<file path="src/rtl/wb_bus_master.sv">
// wb_bus_master: initiator side of the on-chip IO bus, one transaction at a time.
// Optional statistics counters are enabled with `define WB_MASTER_STATS_EN.
module wb_bus_master #(
   parameter int unsigned TIMEOUT = 255,
   parameter int unsigned TO_W    = 16
) (
   input  logic        clk,
   input  logic        reset,
   input  logic        cpu_req,
   input  logic        cpu_we,
   input  logic [31:0] cpu_addr,
   input  logic [31:0] cpu_wdata,
   output logic        cpu_busy,
   output logic        cpu_done,
   output logic        cpu_err,
   output logic [31:0] cpu_rdata,
   output logic [31:0] io_bus_addr,
   output logic [31:0] io_bus_dat2,
   input  logic [31:0] io_bus_dat4,
   output logic        io_bus_sel,
   output logic        io_bus_we,
   input  logic        io_bus_ack
`ifdef WB_MASTER_STATS_EN
   ,
   output logic [15:0] stat_txn,
   output logic [7:0]  stat_err
`endif
);

   typedef enum logic [1:0] {
      IDLE,
      ACTIVE,
      RDLAT,
      DONE
   } state_t;

   // Last counter value before a missing ack turns into an error completion.
   localparam logic [TO_W-1:0] TO_LAST = TO_W'(TIMEOUT - 1);

   // Reject timeouts outside 1..65535 or too wide for the counter.
   generate
      if (TIMEOUT < 1 || TIMEOUT > 65535 ||
          ((TIMEOUT - 1) >> TO_W) != 0) begin : g_bad_timeout
         $error("wb_bus_master: TIMEOUT does not fit TO_W or is out of range");
      end
   endgenerate

   state_t          state;
   logic [TO_W-1:0] cnt;

   // Transaction FSM; every bus and CPU output is a register.
   always_ff @(posedge clk) begin
      if (reset) begin
         state       <= IDLE;
         cnt         <= '0;
         io_bus_sel  <= 1'b0;
         io_bus_we   <= 1'b0;
         io_bus_addr <= '0;
         io_bus_dat2 <= '0;
         cpu_busy    <= 1'b0;
         cpu_done    <= 1'b0;
         cpu_err     <= 1'b0;
         cpu_rdata   <= '0;
      end else begin
         unique case (state)
            IDLE: begin
               cpu_done  <= 1'b0;
               io_bus_we <= 1'b0;
               if (cpu_req) begin
                  state       <= ACTIVE;
                  cnt         <= '0;
                  io_bus_sel  <= 1'b1;
                  io_bus_we   <= cpu_we;
                  io_bus_addr <= cpu_addr;
                  io_bus_dat2 <= cpu_wdata;
                  cpu_busy    <= 1'b1;
                  cpu_err     <= 1'b0;
               end
            end
            ACTIVE: begin
               // Ack wins over a timeout that expires in the same cycle.
               if (io_bus_ack) begin
                  io_bus_sel <= 1'b0;
                  if (io_bus_we) begin
                     state    <= DONE;
                     cpu_done <= 1'b1;
                  end else begin
                     state <= RDLAT;
                  end
               end else if (cnt == TO_LAST) begin
                  state      <= DONE;
                  io_bus_sel <= 1'b0;
                  cpu_done   <= 1'b1;
                  cpu_err    <= 1'b1;
                  cpu_rdata  <= '0;
               end else begin
                  cnt <= cnt + TO_W'(1);
               end
            end
            RDLAT: begin
               // Slave registers its read data, so it is valid one cycle after ack.
               state     <= DONE;
               cpu_rdata <= io_bus_dat4;
               cpu_done  <= 1'b1;
            end
            DONE: begin
               state     <= IDLE;
               cpu_done  <= 1'b0;
               cpu_busy  <= 1'b0;
               io_bus_we <= 1'b0;
            end
            default: begin
               state <= IDLE;
            end
         endcase
      end
   end

`ifdef WB_MASTER_STATS_EN
   // Saturating completion and error counters.
   always_ff @(posedge clk) begin
      if (reset) begin
         stat_txn <= '0;
         stat_err <= '0;
      end else if (cpu_done) begin
         if (stat_txn != '1) begin
            stat_txn <= stat_txn + 16'd1;
         end
         if (cpu_err && stat_err != '1) begin
            stat_err <= stat_err + 8'd1;
         end
      end
   end
`endif

endmodule

</file>
<file path="config.mk">
export PLATFORM = sky130hd
export DESIGN_NAME = wb_bus_master
export DESIGN_NICKNAME = d
export VERILOG_FILES = /design/src/rtl/wb_bus_master.sv
export SDC_FILE = /design/constraint.sdc
export NUM_CORES = 1
export LEC_CHECK = 0
export CORE_UTILIZATION = 32
export DETAILED_ROUTE_END_ITERATION = 7
export PLACE_DENSITY = 0.68
export SYNTH_ARGS = -nofsm -noshare
export SYNTH_HDL_FRONTEND = slang
export SYNTH_SLANG_ARGS = --single-unit
</file>
<file path="constraint.sdc">
create_clock -name clk -period 2.53 [get_ports clk]
set_input_delay 0.253 -clock clk [delete_from_list [all_inputs] [get_ports clk]]
set_output_delay 0.253 -clock clk [all_outputs]
set_load 0.1 [all_outputs]
</file>
==> metrics <==
max cap viols=0; die span in y=123 um; Top FF cell, synth=dfxtp_1; synth warn=0; Die X=123 um; net switching power=3.67 mW; CTS-repair resized insts=0; number of setup buffers added after CTS=0; area of the mapped netlist=4690 um^2; vias in the first global route=about 4500; met2 WL post-DR=6440 um; Rows=43; global-route wire length before repair=roughly 21000 um; logic gate share of total power=43.5%; gpl congestion=0.811; die area=15200 um^2; final setup vio count=0; fin crit period=2180 ps; RSZ-0062 raised after global routing=false; Register-to-Register Path Depth=7; DRT antenna net count=0; Post-synth EDFFs=0; fin nets=882; outcome=complete, no violations; CP startpoint kind=register; IO Count=202; met3 WL=~1400 um; root buffer cell=clkbuf_16; Power per Cell Area=1130 nW/um^2; CP required=roughly 2900 ps; Mapped Nets=between 600 and 700; number of H-tree levels=4; CTS tree=built; final hold violation count=0; initial core utilization=33.3%; largest net degree at the start of global routing=58; Syn Inst Count=about 580; final slew viol count=0; Crit path arrival time=~2500 ps; Num CTS Buffers=17; Clk pwr share=28.2%; Yosys top cell by area=dfxtp_1; clk sink count=119; I/O Buffers=201; DRT Wirelength=between 10000 and 15000 um; most numerous cell in the Yosys netlist=nand2_1; First DRT Iteration DRCs=~200; # diodes=0; critical path depth in cells=7; Mean Syn Cell Area=8.11 um^2; WHS=approximately 210 ps; worst path cell trace=inv_1, ha_1, nand2b_1, a21boi_2, o21ai_2, or4_1, a21oi_1; P&R area growth vs syn=53.0%; synth cell count leaders=nand2_1 (175), dfxtp_1 (119), a21oi_1 (102), nand3_1 (40), clkbuf_1 (24); Setup TNS Final=0 ps; Avg WL per Cell=13.9 um; clk slew on worst S/H paths=50 ps; FF+latch count, synth=119; Pre-Repair DR Iteration Count=6; GRT Util Overall=roughly 18%; core area=14100 um^2; Worst Max-Slew Pin Slew=591 ps; via count=4724; Int Power=4.42 mW; clock tree buffer depth=2; Sw Share=45.4%; Max Clock Freq=approximately 0.46 GHz; largest fanout on the critical path=11; async set-reset flop share out of synthesis=0%; Crit Path Class=register to register; initial antenna violation count=0; DRC viols=0; Hold WC Path Type=input port to register; R2R Setup Slk=350 ps; Top Layer Used=met4; Clock Skew=8.17 ps; worst hold stages=3; post-route met1 wirelength=between 5000 and 6000 um; layout cells sized above 1=approximately a fifth; Slew Limit Headroom=between 60% and 70%; Worst VDD drop=682 uV; Flop pwr share=28.3%; total grt overflow=0; cts hold-fix bufs=0; Seq/Total Area, Yosys=roughly half; Final period util=86.0%; DR vias/cell=just under 5; top-area cell type share of the netlist area=50.8%; CP peak stage delay=490 ps; slowest stage cell, crit path=or4_1; Buf/Inv on CP=1; Setup crit end kind=register; worst skew pair latency=410 ps; CP delay by family, top=compound AO/OA/AOI/OAI gates; leakage power figure=2.84 nW; DP Wirelength=9570 um; distinct cell type count after synthesis=48; top cells by area, synth=dfxtp_1 (51%), nand2_1 (14%), a21oi_1 (11%)
cells in the final DEF, fill, tap and decap left out, types with 3 or more instances in the layout:
| master | count |
|---|---|
| nand2b_1 | 4 |
| a21oi_1 | 102 |
| buf_4 | 116 |
| o211a_1 | 3 |
| nor3_1 | 3 |
| a31oi_1 | 4 |
| o21ai_0 | 10 |
| clkdlybuf4s50_1 | 99 |
| nand3_1 | 40 |
| inv_1 | 11 |
| ha_1 | 7 |
| o211ai_1 | 4 |
| nand2_1 | 174 |
| nand4_1 | 4 |
| dfxtp_1 | 119 |
| nor2_1 | 15 |
| clkinv_2 | 3 |
| clkinvlp_4 | 6 |
| clkbuf_16 | 17 |
| o31a_1 | 4 |
| clkbuf_8 | 4 |
| or4_1 | 4 |
kinds of logic (layout without fill, tap and decap cells):
kind of cell,count (synthesis),count (layout),synth area share [%]
mux,2,2,0.427
buf+inv,50,258,4.75
xor+xnor,2,2,0.373
simple gates,257,257,24.0
flops,119,119,50.8
compound gates,142,142,17.8
fa+ha+maj,7,7,1.87
final cells by class:
type,instances,area (um^2)
Fill cell,1335,6910
Sequential cell,119,2380
Clock inverter,11,98.8
Inverter,11,41.3
Clock buffer,21,480
Tap cell,180,225
Timing Repair Buffer,215,1860
Multi-Input combinational cell,410,2090
stage by stage:
step	utilization (%)	cells	total power, mW	instance area [um^2]	setup WS [ps]
after detailed placement	46.8	935	5.86	6600	271
after global placement	46.8	935	5.81	6600	320
after CTS	50.9	967	8.18	7180	359
final	50.9	967	8.09	7180	354
after floorplan	-	579	5.00	4690	590
after global routing	50.9	967	8.49	7180	204
routing by layer:
layer	up-vias	GRT usage, %
li1	2365	-
met1	2148	19.9
met2	193	30.1
met3	18	7.43
met4	0	8.58
met5	-	0
registers in the layout, indices dropped and copies added, names as in the netlist:
| signal | cells |
|---|---|
| io_bus_we | 1 |
| io_bus_sel | 1 |
| state | 2 |
| cnt | 16 |
| io_bus_dat2 | 32 |
| io_bus_addr | 32 |
| cpu_rdata | 32 |
| cpu_err | 1 |
| cpu_busy | 1 |
| cpu_done | 1 |
worst min-delay path, stage by stage:
cell,delay (ps)
buf_4,100
inv_1,90
o211a_1,130
power by group through the flow:
stage	clock network, mW	logic (mW)	registers [mW]
after floorplan	0	1.09	3.91
after global placement	0	3.51	2.31
after detailed placement	0	3.54	2.33
after CTS	2.35	3.54	2.29
after global routing	2.43	3.73	2.32
final	2.28	3.52	2.29
path summary, 6_finish.rpt:
path                                startpoint                           end
setup / recovery         state[1]$_SDFFE_PP0P_           cnt[7]$_SDFFE_PP0P_
setup reg to reg         state[1]$_SDFFE_PP0P_           cnt[7]$_SDFFE_PP0P_
hold reg to reg   io_bus_addr[16]$_SDFFE_PP0P_  io_bus_addr[16]$_SDFFE_PP0P_
hold / removal                           reset         state[0]$_SDFFE_PP0P_
Power figures use the tool's default switching activity.
